## src/rtl/tx_arb_pkg.sv

```systemverilog
// Shared definitions for the USB TX arbiter: FSM state encoding, the
// terminator word and the one-hot grant codes.
package tx_arb_pkg;

  typedef enum logic [1:0] {
    IDLE = 2'd0,
    G0   = 2'd1,
    G1   = 2'd2,
    TERM = 2'd3
  } arb_state_e;

  localparam logic [8:0] TERM_WORD  = 9'h000;
  localparam logic [1:0] GRANT_S0   = 2'b01;
  localparam logic [1:0] GRANT_S1   = 2'b10;
  localparam logic [1:0] GRANT_NONE = 2'b00;

  // One-hot FIFO owner for a given state; the terminator phase owns nothing.
  function automatic logic [1:0] grant_of(input arb_state_e st);
    logic [1:0] g;
    case (st)
      G0:      g = GRANT_S0;
      G1:      g = GRANT_S1;
      default: g = GRANT_NONE;
    endcase
    return g;
  endfunction

endpackage

```

## src/rtl/tx_arb_wdog.sv

```systemverilog
// CW-bit up-counter with synchronous clear (priority) and enable, plus a
// terminal-count flag. Used both as the packet length counter and as the
// idle watchdog of the arbiter.
module tx_arb_wdog #(
  parameter int CW = 8,
  parameter int TC = 255
) (
  input  logic clk,
  input  logic rst,
  input  logic clr_i,
  input  logic en_i,
  output logic tc_o
);

  logic [CW-1:0] cnt_q;

  // Count enabled cycles; clear wins over enable so a counter never wraps.
  always_ff @(posedge clk or posedge rst) begin
    if (rst) begin
      cnt_q <= '0;
    end else if (clr_i) begin
      cnt_q <= '0;
    end else if (en_i) begin
      cnt_q <= cnt_q + CW'(1);
    end
  end

  assign tc_o = (cnt_q == CW'(TC));

endmodule

```

## src/rtl/usb_tx_arbiter.sv

```systemverilog
// Round-robin, whole-packet arbiter between the camera packetizer (src0)
// and the SCCB readback stream (src1) in front of the PC-bound FIFO.
// Stalled or over-long packets are closed with a terminator word.
// Optional build macro USB_TX_ARB_STATS_EN adds packet/abort statistics.
import tx_arb_pkg::*;

module usb_tx_arbiter #(
  parameter int MAX_PKT = 64,
  parameter int TIMEOUT = 255,
  parameter int CW      = 8
) (
  input  logic       clk,
  input  logic       rst,
  input  logic [8:0] s0_data,
  input  logic       s0_valid,
  input  logic       s0_last,
  output logic       s0_ready,
  input  logic [8:0] s1_data,
  input  logic       s1_valid,
  input  logic       s1_last,
  output logic       s1_ready,
  input  logic       fifo_full,
  output logic [8:0] fifo_wdata,
  output logic       fifo_wr,
  output logic [1:0] grant,
  output logic       abort
`ifdef USB_TX_ARB_STATS_EN
  ,
  output logic [15:0] pkt_cnt0,
  output logic [15:0] pkt_cnt1,
  output logic [7:0]  abort_cnt
`endif
);

  arb_state_e state_q, state_d;
  logic       last_q, last_d;     // 1: src1 was served last, so src0 wins a tie
  logic       wr_q, wr_d;
  logic [8:0] wdata_q, wdata_d;
  logic       abort_q, abort_d;

  logic       in_grant;
  logic       cur_valid, cur_last;
  logic [8:0] cur_data;
  logic       xfer, term_wr;
  logic       len_tc, wdog_tc;

  // Route the granted source onto a common set of signals.
  always_comb begin
    cur_valid = 1'b0;
    cur_last  = 1'b0;
    cur_data  = 9'h000;
    case (state_q)
      G0: begin
        cur_valid = s0_valid;
        cur_last  = s0_last;
        cur_data  = s0_data;
      end
      G1: begin
        cur_valid = s1_valid;
        cur_last  = s1_last;
        cur_data  = s1_data;
      end
      default: begin
        cur_valid = 1'b0;
        cur_last  = 1'b0;
        cur_data  = 9'h000;
      end
    endcase
  end

  assign in_grant = (state_q == G0) || (state_q == G1);
  assign s0_ready = (state_q == G0) && !fifo_full;
  assign s1_ready = (state_q == G1) && !fifo_full;
  assign xfer     = in_grant && cur_valid && !fifo_full;
  assign term_wr  = (state_q == TERM) && !fifo_full;
  assign grant    = grant_of(state_q);

  // Words accepted in the current packet; cleared whenever no packet is open.
  tx_arb_wdog #(.CW(CW), .TC(MAX_PKT - 1)) u_len (
    .clk   (clk),
    .rst   (rst),
    .clr_i (!in_grant),
    .en_i  (xfer),
    .tc_o  (len_tc)
  );

  // Idle cycles of the owner; full-FIFO stalls with valid high neither count nor clear.
  tx_arb_wdog #(.CW(CW), .TC(TIMEOUT - 1)) u_wdog (
    .clk   (clk),
    .rst   (rst),
    .clr_i (!in_grant || xfer),
    .en_i  (in_grant && !cur_valid),
    .tc_o  (wdog_tc)
  );

  // Next-state and round-robin bookkeeping; last_served only matters in IDLE,
  // so it is recorded as the packet (normal or aborted) leaves its grant state.
  always_comb begin
    state_d = state_q;
    last_d  = last_q;
    case (state_q)
      IDLE: begin
        if (s0_valid && s1_valid) begin
          state_d = last_q ? G0 : G1;
        end else if (s0_valid) begin
          state_d = G0;
        end else if (s1_valid) begin
          state_d = G1;
        end else begin
          state_d = IDLE;
        end
      end
      G0, G1: begin
        if (xfer && cur_last) begin
          state_d = IDLE;
          last_d  = (state_q == G1);
        end else if ((xfer && len_tc) || (!xfer && wdog_tc)) begin
          state_d = TERM;
          last_d  = (state_q == G1);
        end else begin
          state_d = state_q;
        end
      end
      TERM: begin
        if (!fifo_full) begin
          state_d = IDLE;
        end else begin
          state_d = TERM;
        end
      end
      default: begin
        state_d = IDLE;
      end
    endcase
  end

  // Next value of the registered FIFO write port and abort pulse.
  always_comb begin
    wr_d    = xfer || term_wr;
    abort_d = term_wr;
    if (xfer) begin
      wdata_d = cur_data;
    end else if (term_wr) begin
      wdata_d = TERM_WORD;
    end else begin
      wdata_d = wdata_q;
    end
  end

  // State, round-robin pointer and output register.
  always_ff @(posedge clk or posedge rst) begin
    if (rst) begin
      state_q <= IDLE;
      last_q  <= 1'b1;
      wr_q    <= 1'b0;
      wdata_q <= 9'h000;
      abort_q <= 1'b0;
    end else begin
      state_q <= state_d;
      last_q  <= last_d;
      wr_q    <= wr_d;
      wdata_q <= wdata_d;
      abort_q <= abort_d;
    end
  end

  assign fifo_wr    = wr_q;
  assign fifo_wdata = wdata_q;
  assign abort      = abort_q;

`ifdef USB_TX_ARB_STATS_EN
  logic [15:0] pkt0_q, pkt1_q;
  logic [7:0]  abrt_q;

  // Saturating counters of completed packets per source and of aborts.
  always_ff @(posedge clk or posedge rst) begin
    if (rst) begin
      pkt0_q <= 16'h0000;
      pkt1_q <= 16'h0000;
      abrt_q <= 8'h00;
    end else begin
      if (xfer && cur_last && (state_q == G0) && (pkt0_q != 16'hFFFF)) begin
        pkt0_q <= pkt0_q + 16'h0001;
      end
      if (xfer && cur_last && (state_q == G1) && (pkt1_q != 16'hFFFF)) begin
        pkt1_q <= pkt1_q + 16'h0001;
      end
      if (term_wr && (abrt_q != 8'hFF)) begin
        abrt_q <= abrt_q + 8'h01;
      end
    end
  end

  assign pkt_cnt0  = pkt0_q;
  assign pkt_cnt1  = pkt1_q;
  assign abort_cnt = abrt_q;
`endif

endmodule

```

## config.mk

```make
export PLATFORM = sky130hd
export DESIGN_NAME = usb_tx_arbiter
export DESIGN_NICKNAME = d
export VERILOG_FILES = /design/src/rtl/tx_arb_pkg.sv /design/src/rtl/tx_arb_wdog.sv /design/src/rtl/usb_tx_arbiter.sv
export SDC_FILE = /design/constraint.sdc
export NUM_CORES = 1
export LEC_CHECK = 0
export ABC_AREA = 1
export ABC_CLOCK_PERIOD_IN_PS = 3410
export BUFFER_PORTS_ARGS = -buffer_cell sky130_fd_sc_hd__buf_2
export CAP_MARGIN = 10
export CORE_MARGIN = 2
export CORE_UTILIZATION = 41
export CTS_BUF_LIST = sky130_fd_sc_hd__clkbuf_8
export DETAILED_ROUTE_END_ITERATION = 6
export PLACE_DENSITY = 0.75
export SKIP_LAST_GASP = 1
export SLEW_MARGIN = 15
export SYNTH_ARGS = -nofsm -noshare
export SYNTH_HDL_FRONTEND = slang
export SYNTH_HIERARCHICAL = 1
export SYNTH_SLANG_ARGS = --single-unit
```

## constraint.sdc

```tcl
create_clock -name clk -period 3.41 [get_ports clk]
set_input_delay 0.1705 -clock clk [delete_from_list [all_inputs] [get_ports clk]]
set_output_delay 0.1705 -clock clk [all_outputs]
set_load 0.02 [all_outputs]
```

==> results.txt <==
- Result of the run: completed
* Weighted congestion at the end of routability-driven global placement: 0.824
* Total of flip-flops plus latches after synthesis: 30
* Post-Synthesis Cells: 225
- Of the post-synthesis cell area, the dominant cell type holds 0.412.
* Worst Reg-to-Reg Cells: 11
- Pre-Repair DR Iteration Count: 4
* Unrepaired setup endpoints after global routing: false
* Maximum root-to-sink buffer count: 2
- Pin count of the biggest net entering global routing: 15
* Remaining max-slew budget at the tightest pin: 0.619
- Counting both buffers and inverters, the worst setup path holds a total of 2.
* Post-synthesis share of cell area spent on xor and xnor gates: 0.00497
- The library cells used most frequently in the layout, excluding fill and tap cells, are 57 x sky130_fd_sc_hd__nand2_1, 40 x sky130_fd_sc_hd__inv_1, 39 x sky130_fd_sc_hd__buf_2.
- Cell area after placement: 2010 um2
- The max-slew violation total from the final report is 0.
* Number of buffers created by CTS: 5
- R2r startpoint: state_q[0]
- Adding up every negative setup slack in the final design gives 0 ps.
- Fraction of layout cells with a size suffix above 1: 0.232
- Measured against the total synthesized area, the mux share comes to 0.
- Number of fill cells in the layout: 385
- Net count of the mapped netlist: 259
- Cell types occupying the most area after synthesis: sky130_fd_sc_hd__dfrtp_1 41%, sky130_fd_sc_hd__nand2_1 12%, sky130_fd_sc_hd__inv_1 7.9%
- The worst setup path is captured at a register.
- Starting utilization of the core area: 0.434
- In the post-route analysis, the smallest setup slack over all paths is 1300 ps.
- Remaining global-route overflow: 0
* Max stage delay cell, worst path: sky130_fd_sc_hd__ha_1
- The number of antenna diodes in the final layout is 0.
* Count of unresolved DRC violations after routing: 0
- Crit path from: state_q[0]
- Crit Path Class: reg2reg
* CTS hold repair buffers: 1
* Wire length of the first global-routing pass: 6430 um
- Synthesis instantiated 27 different standard cells from the library.
- In this run the horizontal extent of the chip is 69.6 um.
- Sequential fraction of the synthesis area: 0.427
- The compound-gate portion of the synthesized area is 0.127.
- Worst reg2reg setup slack: 1300 ps
* Final wirelength: 3540 um
- For this block, the initial DRC count from the detailed router was 59.
* Portion of the clock cycle consumed by the worst path in the final layout: 0.620
* Buffers inserted by post-CTS timing repair: 0
- Post-placement cell count: 312
- STA classifies the critical path startpoint as a register.
- Cells resized by post-CTS repair: 0
- 40 I/O pins were placed.
- Count of nets left with antenna violations after detail routing: 0
* Clk_skew: 4.03 ps
* Largest fanout on the critical path: 14
* Hold slack: 189 ps
- Core region area: 4060 um2
- Number of buffers inserted by port buffering: 39
- After synthesis, the largest family of logic cells by area is simple AND/OR/NAND/NOR gates.
- Critical path's top delay family: simple AND/OR/NAND/NOR gates
- Minimum period implied by the final worst setup slack: 2110 ps
- Of the total synthesized cell area, the portion taken by AND, OR, NAND and NOR gates is 0.290.
- Most common cell after layout, fill and taps aside: sky130_fd_sc_hd__nand2_1
- Slowest stage delay, CP: 440 ps
* Layout Utilization: 0.518
- Of all cell types, the one taking the most synthesized area is sky130_fd_sc_hd__dfrtp_1.
- The die covers 4840 um2.
- Yosys printed 6 warnings.
* Adder and majority cell fraction of the synthesized area: 0.0639
- Die height: 69.6 um
- The mapped netlist covers 1760 um2.
* Class of the most critical hold timing path: in2reg
* Clock tree from TritonCTS: done
- The initial antenna violation count came to 0.
* Overall fraction of global-route tracks in use: 0.161
* Layout Cell Area excl Fill: 2100 um2
- Dividing the synthesized area by the synthesized cell count gives 7.84 um2.
* Syn-to-layout area delta: 19.3%
- In this run the worst setup path terminates at u_len/cnt_q[5].
* Total power divided by cell area: 745 nW/um2
* Final layout net count: 304
* Final hold violation count: 0
- Setup violations remaining at the end of the flow were counted as 0.
- After clock tree synthesis, the clock-pin slew on the worst setup and hold paths is 60 ps.
- The finished layout holds 321 standard cells, fillers aside.
- Estimated wirelength of the detail-placed design: 2720 um
- CTS Root Buffer Type: sky130_fd_sc_hd__clkbuf_8
* Reg-to-reg critical path endpoint: u_len/cnt_q[5]
- Sink Count: 30
- H-tree depth: 2
- Worst-margin pin slew: 571 ps
* Number of placement rows: 23
* Number of maximum-capacitance violations: 0
* DR vias: 1,550
- Crit path cell chain: inv_1, ha_1, nand2_1, nand2_4, nand2_4, inv_2, nor2_2, nor2_4, nand2_1, nor2_1, nor2_1
- Leakage power summed over all cells: 1.10 nW
- Required time at the endpoint of the critical path: 3580 ps
- VDD sags by at most 0.537 mV.
* Via density: 4.83
- After layout, the design draws a total of 1.57 mW.
- The via count of the first global-routing pass came to 1,530.
- Clock latency on the worst-skew pair, taken at its later pin, is 280 ps.
- Arrival time at the worst endpoint: 2280 ps
- The critical path runs through a total of 11 cells.
- Pre-CTS setup slack: 1310 ps
- Average wire per standard cell: 11.0 um
- Timing would allow up to 473 MHz.
## routing by layer
layer	wire length (um)	part of all wire	GRT usage
met5	0	0	0
met4	48	0.014	0.0501
met3	140	0.040	0.0422
met2	1670	0.47	0.264
met1	1690	0.48	0.207
## report_power, final
| part | switching (mW) | internal, mW |
|---|---|---|
| sequential | 0.0601 | 0.444 |
| combinational | 0.542 | 0.256 |
| clock | 0.129 | 0.136 |
| total | 0.731 | 0.835 |
## cells in the mapped netlist, drive strengths merged
| library cell | n |
|---|---|
| nand2 | 62 |
| inv | 39 |
| dfrtp | 29 |
| nor2 | 24 |
| o21ai | 15 |
| nand3 | 14 |
| a22o | 9 |
| ha | 9 |
| a21oi | 8 |
| nor3 | 5 |
| nand4 | 3 |
| a211oi | 1 |
| buf | 1 |
| clkbuf | 1 |
| dfstp | 1 |
| nand3b | 1 |
| o211ai | 1 |
| o21bai | 1 |
| xnor2 | 1 |
## sequential cells by signal, indices dropped and copies added (netlist names)
name,cells
fifo_wdata,9
u_wdog/cnt_q,8
abort,1
state_q,2
last_q,1
fifo_wr,1
u_len/cnt_q,8
## area by class of cell
| cell class | count | area [um2] | share of cell area |
|---|---|---|---|
| Clock buffer | 5 | 68.8 | 0.0327 |
| Clock inverter | 3 | 11.3 | 0.00535 |
| Inverter | 39 | 146 | 0.0696 |
| Multi-Input combinational cell | 154 | 857 | 0.407 |
| Sequential cell | 30 | 752 | 0.358 |
| Tap cell | 50 | 62.6 | 0.0297 |
| Timing Repair Buffer | 40 | 205 | 0.0976 |
## cells by family (layout without fill, tap and decap cells)
| logic type | Yosys count | after routing |
|---|---|---|
| adder cells (fa/ha/maj) | 9 | 9 |
| flip-flops | 30 | 30 |
| buffers and inverters | 41 | 87 |
| XOR/XNOR | 1 | 1 |
| AND/OR/NAND/NOR | 109 | 109 |
| AO/OA/AOI/OAI | 35 | 35 |
## how the worst min path moves through the flow
| stage | startpoint | slack, ps | endpoint | depth (start not counted) |
|---|---|---|---|---|
| 2_1_floorplan | rst | -10 | u_len/cnt_q[0] | 1 |
| 3_3_place_gp | rst | 160 | u_len/cnt_q[4] | 2 |
| 3_5_place_dp | rst | 170 | u_wdog/cnt_q[5] | 2 |
| 4_1_cts | fifo_full | 180 | abort | 2 |
| 5_1_grt | fifo_full | 190 | abort | 2 |
| 6_report | fifo_full | 190 | abort | 2 |
No activity file was read; power rests on OpenSTA's default activity.
